$ cat config.mk
export PLATFORM = sky130hd
export DESIGN_NAME = full_adder
export DESIGN_NICKNAME = d
export VERILOG_FILES = /design/src/rtl/full_adder.sv
export SDC_FILE = /design/constraint.sdc
export NUM_CORES = 1
export LEC_CHECK = 0
export ABC_AREA = 1
export BUFFER_PORTS_ARGS = -buffer_cell sky130_fd_sc_hd__buf_2
export CAP_MARGIN = 20
export CORE_AREA = 4 4 41 43
export CTS_CLUSTER_SIZE = 10
export DETAILED_ROUTE_END_ITERATION = 6
export DIE_AREA = 0 0 45 47
export RECOVER_POWER = 100
export SKIP_CTS_REPAIR_TIMING = 1
export SLEW_MARGIN = 20
export SYNTH_ARGS = -nofsm -noshare
export SYNTH_HDL_FRONTEND = slang
export SYNTH_SLANG_ARGS = --single-unit
$ cat constraint.sdc
create_clock -name clk -period 1.1 [get_ports clk]
set_clock_uncertainty 0.2 [all_clocks]
set_input_delay 0.11 -clock clk [delete_from_list [all_inputs] [get_ports clk]]
set_output_delay 0.11 -clock clk [all_outputs]
set_load 0.005 [all_outputs]
$ cat src/rtl/full_adder.sv
// Ripple-carry full adder (WIDTH=1 is the classic 1-bit cell) with a combinational
// result and a one-cycle registered copy qualified by a valid pulse.
module full_adder #(
  parameter int WIDTH = 1
) (
  input  logic             clk,
  input  logic             reset,
  input  logic [WIDTH-1:0] in_a,
  input  logic [WIDTH-1:0] in_b,
  input  logic             in_c,
  input  logic             in_valid,
  output logic [WIDTH-1:0] sum,
  output logic             carry,
  output logic [WIDTH-1:0] sum_q,
  output logic             carry_q,
  output logic             valid_q
);

  // c_chain[i] is the carry into bit i; c_chain[WIDTH] is the carry-out of the MSB.
  logic [WIDTH:0] c_chain;

  assign c_chain[0] = in_c;

  genvar i;
  generate
    for (i = 0; i < WIDTH; i++) begin : g_bit
      logic ha0_sum;
      logic ha0_carry;
      logic ha1_carry;

      // Two half-adders per bit: operands first, then the incoming carry.
      assign ha0_sum      = in_a[i] ^ in_b[i];
      assign ha0_carry    = in_a[i] & in_b[i];
      assign sum[i]       = ha0_sum ^ c_chain[i];
      assign ha1_carry    = ha0_sum & c_chain[i];
      assign c_chain[i+1] = ha0_carry | ha1_carry;
    end
  endgenerate

  assign carry = c_chain[WIDTH];

  // Handshake: in_valid qualifies the inputs on a rising edge; valid_q is a one-cycle
  // pulse with no back-pressure, so the consumer must take sum_q/carry_q that cycle.
  // Reset wins over in_valid, so an input sampled together with reset is dropped.
  always_ff @(posedge clk) begin
    if (reset) begin
      sum_q   <= '0;
      carry_q <= 1'b0;
      valid_q <= 1'b0;
    end else if (in_valid) begin
      sum_q   <= sum;
      carry_q <= carry;
      valid_q <= 1'b1;
    end else begin
      valid_q <= 1'b0;
    end
  end

endmodule

==> flow_summary.yaml, run 1 <==
setup_path:
  critPathKind: "in2out"
  path_cells: "buf_6 > fa_1 > buf_2"
  arrival_ps: 860
  slowest_delay_ps: 540
  endpoint_kind: "output port"
  critPathSlowestCell: "fa_1"
  startpoint_type: "input pin"
  crit_required_ps: 790
  critPathMaxFanout: 2
yosys:
  yosys_warnings: 0
  synth_area_per_cell_um2: 7.58
  syn_nets: 24
  yosysTopAreaCell: "dfxtp_1"
  yosysTopAreaCellShare: 0.466
  ys_ff_latch: 3
  synth_cells: 17
  yosysUniqueCellTypes: 5
  ys_top_cells_by_area: "dfxtp_1 47%, fa_1 16%, nor2_1 15%"
  synth-seq-area-share: 0.466
  syn-cell-area_um2: 129
clock_tree:
  cts_buffers: 3
  clock_latency_ps: 240
  cts_sinks: 3
  cts_tree: "yes"
  cts_root_buf: "clkbuf_4"
  path_clk_slew_ps: 40
  clockBufferDepth: 2
  htree_levels: 1
placement:
  place_area_um2: 198
  portBuffers: 10
  dp_hpwl_um: 237
  post-place-ws_ps: -132
  place.gp.congestion: 0.697
drt:
  routedWlPerCell_um: 6.71
  routed_wl_um: 322
  drc: 0
  vias_per_cell: 3.17
  vias: 152
  drt-initial-drc-count: 3
  dr.pass1.iters: 3
  ant_nets: 0
timing:
  timing.hold.ws_ps: 143
  relSlewSlack: 0.875
  setup_viol: 1
  finalHoldViolCount: 0
  fin_crit_ps: 1170
  rsz0062_at_grt: "true"
  max_freq_mhz: 856
  layout_setup_ws_ps: -68.7
  worst_pin_slew_ps: 187
  timing.final.crit_share: 1.06
  slew_violations: 0
die:
  ioPinCount: 11
  die_h_um: 47
  initial_core_util: 0.0990
  coreArea_mm2: 0.00130
  rows: 13
  die_x_um: 45
  dieArea_mm2: 0.00212
global_route:
  grt_pass1_vias: 121
  grt_pass1_wl_um: 455
  grt_usage: 0.0371
  grt_antenna_before_repair: 0
  gr-total-overflow: 0
  grt_max_degree: 6
run:
  maxCapViolCount: 0
power_and_ir_drop:
  p_comb_frac: 0.154
  cellPowerDensity_mw_per_mm2: 1530
  irDropWorstVdd_mv: 0.244
  leakagePower_nw: 0.132
  p_seq_frac: 0.319
  switching_power_mw: 0.0924
  power.share.clock: 0.527
  swShare: 0.245
  p_int_mw: 0.285
final_layout:
  antennaDiodeCount: 0
  drive_gt1_frac: 0.303
  fin_area_um2: 246
  final_nets: 41
  area_growth_pct: 91.3
hold_path:
  hp-class: "in2reg"
outcome:
  violations: "negative setup slack"
  outcome: "complete, but fails checks"
## cell type report
cell class	count	area, um2
fill	151	1050
inverter	4	15.0
sequential	3	60.1
clock buffer	4	26.3
tap	15	18.8
timing repair buffer	12	72.6
multi-input combinational	10	53.8
## sequential cells by signal, indices dropped and copies added, names as in the netlist
register	flops
carry_q	1
sum_q	1
valid_q	1
## worst max-delay path: cells and delay by family
family     cells  cell delay (ps)
buf+inv        2              200
fa+ha+maj      1              540
## cell usage after synthesis, drive strengths merged
cell type / count
nand2: 4
fa: 1
nor2: 5
dfxtp: 3
inv: 4
## stage by stage
| stage | TNS (ps) | utilization | cells | total power, mW |
|---|---|---|---|---|
| floorplan | -14.9 | - | 17 | 0.147 |
| global placement | -231 | 0.152 | 42 | 0.175 |
| detailed placement | -263 | 0.152 | 42 | 0.176 |
| CTS | -88.6 | 0.172 | 46 | 0.385 |
| global route | -89.0 | 0.189 | 48 | 0.401 |
| finish | -68.7 | 0.189 | 48 | 0.378 |
## power by group through the flow
| stage | Clock [mW] | Sequential [mW] | Combinational [mW] |
|---|---|---|---|
| after global routing | 0.213 | 0.121 | 0.0670 |
| after global placement | 0 | 0.122 | 0.0531 |
| after detailed placement | 0 | 0.122 | 0.0538 |
| after CTS | 0.211 | 0.120 | 0.0541 |
| final | 0.199 | 0.120 | 0.0583 |
| after floorplan | 0 | 0.123 | 0.0237 |
## cells by family (layout without fill, tap and decap cells)
| logic type | after synthesis | in the layout | share of synthesized area |
|---|---|---|---|
| flip-flops | 3 | 3 | 0.466 |
| adder cells (fa/ha/maj) | 1 | 1 | 0.155 |
| AND/OR/NAND/NOR | 9 | 9 | 0.262 |
| buffers and inverters | 4 | 20 | 0.116 |
## routing by layer
layer / global-route usage / vias to the layer above / wire length [um]
li1: - / 78 / -
met1: 0.0204 / 65 / 106
met2: 0.0565 / 7 / 161
met3: 0.0115 / 2 / 33
met4: 0.0877 / 0 / 21
met5: 0 / - / 0
## worst paths after layout
path / startpoint / endpoint / slack, ps / depth (start not counted)
setup / recovery: in_c / sum / -70 / 3
hold / removal: in_c / carry_q / 140 / 6
hold reg to reg: carry_q / carry_q / 270 / 2
setup reg to reg: sum_q / sum_q / 350 / 2
## cell usage in the layout (no fill, tap or decap)
cell	n
buf_6	1
nand2_1	4
dfxtp_1	3
fa_1	1
nor2_1	5
clkbuf_1	4
buf_2	6
dlygate4sd3_1	2
inv_1	4
clkbuf_4	3
No activity file was read; power rests on OpenSTA's default activity.
==> inputs of run 2 (changes only) <==
Settings changed: ABC_AREA 1 to default, SETUP_SLACK_MARGIN from default to 0.4.
==> flow_summary.yaml, run 2 <==
timing:
  fin_crit_ps: 1180
  max_freq_mhz: 848
  setup_viol: 1
  timing.final.crit_share: 1.07
  slew_violations: 0
  relSlewSlack: 0.911
  layout_setup_ws_ps: -79.1
  timing.hold.ws_ps: -131
  rsz0062_at_grt: "true"
  worst_pin_slew_ps: 130
  finalHoldViolCount: 3
power_and_ir_drop:
  cellPowerDensity_mw_per_mm2: 1650
  leakagePower_nw: 0.108
  p_comb_frac: 0.148
  irDropWorstVdd_mv: 0.270
  p_int_mw: 0.285
  power.share.clock: 0.524
  swShare: 0.224
  switching_power_mw: 0.0821
  p_seq_frac: 0.328
yosys:
  syn_nets: 16
  ys_top_cells_by_area: "dfxtp_1 53%, fa_1 18%, mux2i_1 18%"
  yosys_warnings: 0
  synth-seq-area-share: 0.527
  yosysUniqueCellTypes: 5
  synth_edf_count: 0
  async_flop_share: 0
  yosys.cell_count.top_type: "dfxtp_1"
  synth_area_per_cell_um2: 12.7
  synth_top_flop_cell: "dfxtp_1"
  yosysTopAreaCell: "dfxtp_1"
  ys_ff_latch: 3
  synth_cells: 9
  syn-cell-area_um2: 114
  netlist_top_cells_count: "3 x dfxtp_1, 2 x mux2i_1, 2 x nor2_1"
  yosysTopAreaCellShare: 0.527
setup_path:
  endpoint_kind: "output port"
  r2r_cells: 2
  startpoint_type: "input pin"
  rr_startpoint: "carry_q"
  crit_required_ps: 790
  ff2ff_setup_slack_ps: 310
  critPathMaxFanout: 2
  reg2reg_to: "carry_q"
  arrival_ps: 870
  critPathKind: "in2out"
placement:
  portBuffers: 10
  post-place-ws_ps: -106
  dp_hpwl_um: 285
  place.gp.congestion: 0.664
  place_area_um2: 185
drt:
  vias: 124
  drc: 0
  ant_nets: 0
  drt-initial-drc-count: 0
  routedWlPerCell_um: 9.26
  dr.pass1.iters: 1
  vias_per_cell: 3.26
  routed_wl_um: 352
die:
  coreArea_mm2: 0.00130
  die_x_um: 45
  rows: 13
  initial_core_util: 0.0875
  ioPinCount: 11
  dieArea_mm2: 0.00212
  die_h_um: 47
final_layout:
  layout_commonest_cell: "buf_2"
  drive_gt1_frac: 0.565
  fin_area_um2: 223
  final_nets: 31
  layout_common_cells: "7 x buf_2, 3 x dfxtp_1, 3 x clkbuf_4"
  area_growth_pct: 95.6
  utilization: 0.171
  fill_cells: 160
  reg_top3: "carry_q x1, sum_q x1, valid_q x1"
  antennaDiodeCount: 0
hold_path:
  hold_end: "sum_q"
  hp-class: "in2reg"
  hold_depth: 2
  min_from: "reset"
clock_tree:
  cts_buffers: 3
  clock_latency_ps: 230
  path_clk_slew_ps: 40
  cts_sinks: 3
  clockBufferDepth: 2
  cts_root_buf: "clkbuf_4"
  cts_tree: "yes"
  htree_levels: 1
global_route:
  grt_antenna_before_repair: 0
  grt_usage: 0.0442
  gr-total-overflow: 0
  grt_pass1_wl_um: 524
  grt_max_degree: 4
  grt_pass1_vias: 130
outcome:
  violations: "negative hold slack, negative setup slack"
  outcome: "complete, but fails checks"
run:
  maxCapViolCount: 0
==> run 2: critical path, cell delays in order <==
cell and delay, ps:
buf_6 90, fa_2 550, buf_2 110
==> run 2: final cells by class <==
cell class	instances	area [um2]	area share
multi-input combinational	6	56.3	0.253
tap	15	18.8	0.0843
sequential	3	60.1	0.270
clock buffer	4	26.3	0.118
timing repair buffer	10	61.3	0.275
==> run 2: cell families (layout without fill, tap and decap cells) <==
group | Yosys count | after routing | synth area share
simple gates | 3 | 3 | 0.121
flops | 3 | 3 | 0.527
fa+ha+maj | 1 | 1 | 0.176
buf+inv | 0 | 14 | 0
mux | 2 | 2 | 0.176
==> run 2: metrics by stage <==
step / power, mW / TNS [ps] / std cells / hold slack (ps)
finish: 0.367 / -79.1 / 38 / -131
global route: 0.397 / -100 / 38 / -136
CTS: 0.378 / -106 / 38 / -144
detailed placement: 0.174 / -231 / 34 / 108
global placement: 0.175 / -221 / 34 / 106
floorplan: 0.143 / 0 / 9 / -18.4
==> run 2: power groups by stage <==
stage / sequential [mW] / combinational (mW) / clock, mW
detailed placement: 0.122 / 0.0517 / 0
finish: 0.120 / 0.0543 / 0.192
CTS: 0.121 / 0.0521 / 0.205
global route: 0.121 / 0.0611 / 0.214
floorplan: 0.123 / 0.0199 / 0
global placement: 0.122 / 0.0531 / 0
==> run 2: worst max path at each step <==
| stage | endpoint | from | depth (start not counted) |
|---|---|---|---|
| after global placement | sum | in_a | 3 |
| after global routing | sum | in_c | 3 |
| after detailed placement | sum | in_a | 3 |
| final | sum | in_c | 3 |
| after floorplan | sum_q | in_a | 3 |
| after CTS | sum | in_a | 3 |
==> run 2: layer usage <==
metal	routed length [um]	part of all wire	up-vias	global-route usage
li1	-	-	58	-
met1	132	0.38	56	0.0364
met2	121	0.34	10	0.0480
met3	97	0.28	0	0.0651
met4	0	0	0	0.0351
met5	0	0	-	0
==> inputs of run 3 (changes only) <==
Settings changed: RECOVER_POWER 100 to 25.
==> flow_summary.yaml, run 3 (synthesis results as in run 2) <==
timing:
  max_freq_mhz: 848
  rsz0062_at_grt: "true"
  tns_ps: -79.1
  worst_pin_slew_ps: 130
  timing.hold.ws_ps: -138
  slew_violations: 0
  layout_setup_ws_ps: -79.1
  timing.final.crit_share: 1.07
  fin_crit_ps: 1180
  relSlewSlack: 0.911
  finalHoldViolCount: 3
  setup_viol: 1
drt:
  vias_per_cell: 3.26
  dr.pass1.iters: 1
  drc: 0
  routed_wl_um: 352
  drt-initial-drc-count: 0
  routedWlPerCell_um: 9.26
  ant_nets: 0
  vias: 124
run:
  maxCapViolCount: 0
final_layout:
  layout_commonest_cell: "buf_2"
  utilization: 0.174
  drive_gt1_frac: 0.696
  area_growth_pct: 98.9
  stdcell_count: 38
  layout_common_cells: "7 x buf_2, 3 x dfxtp_2, 3 x clkbuf_4"
  antennaDiodeCount: 0
  final_nets: 31
  reg_top3: "carry_q x1, sum_q x1, valid_q x1"
placement:
  post-place-ws_ps: -106
  dp_hpwl_um: 285
  portBuffers: 10
  numPlacedInstances: 34
  place.gp.congestion: 0.664
die:
  die_h_um: 47
  coreArea_mm2: 0.00130
  rows: 13
  initial_core_util: 0.0875
  dieArea_mm2: 0.00212
  die_x_um: 45
  ioPinCount: 11
setup_path:
  startpoint_type: "input pin"
  rr_startpoint: "carry_q"
  crit_required_ps: 790
  critPathKind: "in2out"
  ff2ff_setup_slack_ps: 310
  arrival_ps: 870
  r2r_cells: 2
  endpoint_kind: "output port"
  critPathMaxFanout: 2
  reg2reg_to: "carry_q"
global_route:
  grt_pass1_wl_um: 524
  grt_usage: 0.0442
  grt_pass1_vias: 130
  gr-total-overflow: 0
  grt_antenna_before_repair: 0
  grt_max_degree: 4
clock_tree:
  clockBufferDepth: 2
  path_clk_slew_ps: 40
  cts_tree: "yes"
  cts_sinks: 3
  clock_latency_ps: 230
  cts_root_buf: "clkbuf_4"
  cts_buffers: 3
  htree_levels: 1
hold_path:
  hold_depth: 2
  min_from: "reset"
  hold_end: "sum_q"
  hp-class: "in2reg"
power_and_ir_drop:
  irDropWorstVdd_mv: 0.269
  cellPowerDensity_mw_per_mm2: 1630
  leakagePower_nw: 0.109
outcome:
  violations: "negative hold slack, negative setup slack"
  outcome: "complete, but fails checks"
[run 3: cell count changes in the layout (fill, tap and decap cells not counted)]
cell | before | now
dfxtp_2 | 0 | 3
dfxtp_1 | 3 | 0
[run 3: worst max path at each step]
stage / from / endpoint / depth (start not counted) / slack, ps
after floorplan: in_a / sum_q / 3 / 30
after global placement: in_a / sum / 3 / -120
after CTS: in_a / sum / 3 / -110
after detailed placement: in_a / sum / 3 / -110
final: in_c / sum / 3 / -80
after global routing: in_c / sum / 3 / -100
[run 3: layout make-up]
cell class | instances | area (um2)
multi-input cells | 6 | 56.3
repair buffers | 10 | 61.3
well taps | 15 | 18.8
clock buffers | 4 | 26.3
fillers | 160 | 1070
flip-flops and latches | 3 | 63.8
[run 3: through the flow]
step / total power, mW / cell area, um2
2_1_floorplan: 0.143 / 116
3_3_place_gp: 0.175 / 185
3_5_place_dp: 0.174 / 185
4_1_cts: 0.378 / 211
5_1_grt: 0.398 / 226
6_report: 0.369 / 226
[run 3: where the power goes]
part | switching [mW] | internal, mW
clock | 0.0565 | 0.136
sequential | 0.00310 | 0.119
combinational | 0.0225 | 0.0318
[run 3: metal layers]
layer	vias up	global-route usage	wire length, um
met2	10	0.0480	121
met5	-	0	0
met4	0	0.0351	0
met3	0	0.0651	97
li1	58	-	-
met1	56	0.0364	132
[run 3: worst max-delay path, cell delays in order]
cell and delay, ps:
buf_6 90, fa_2 550, buf_2 110
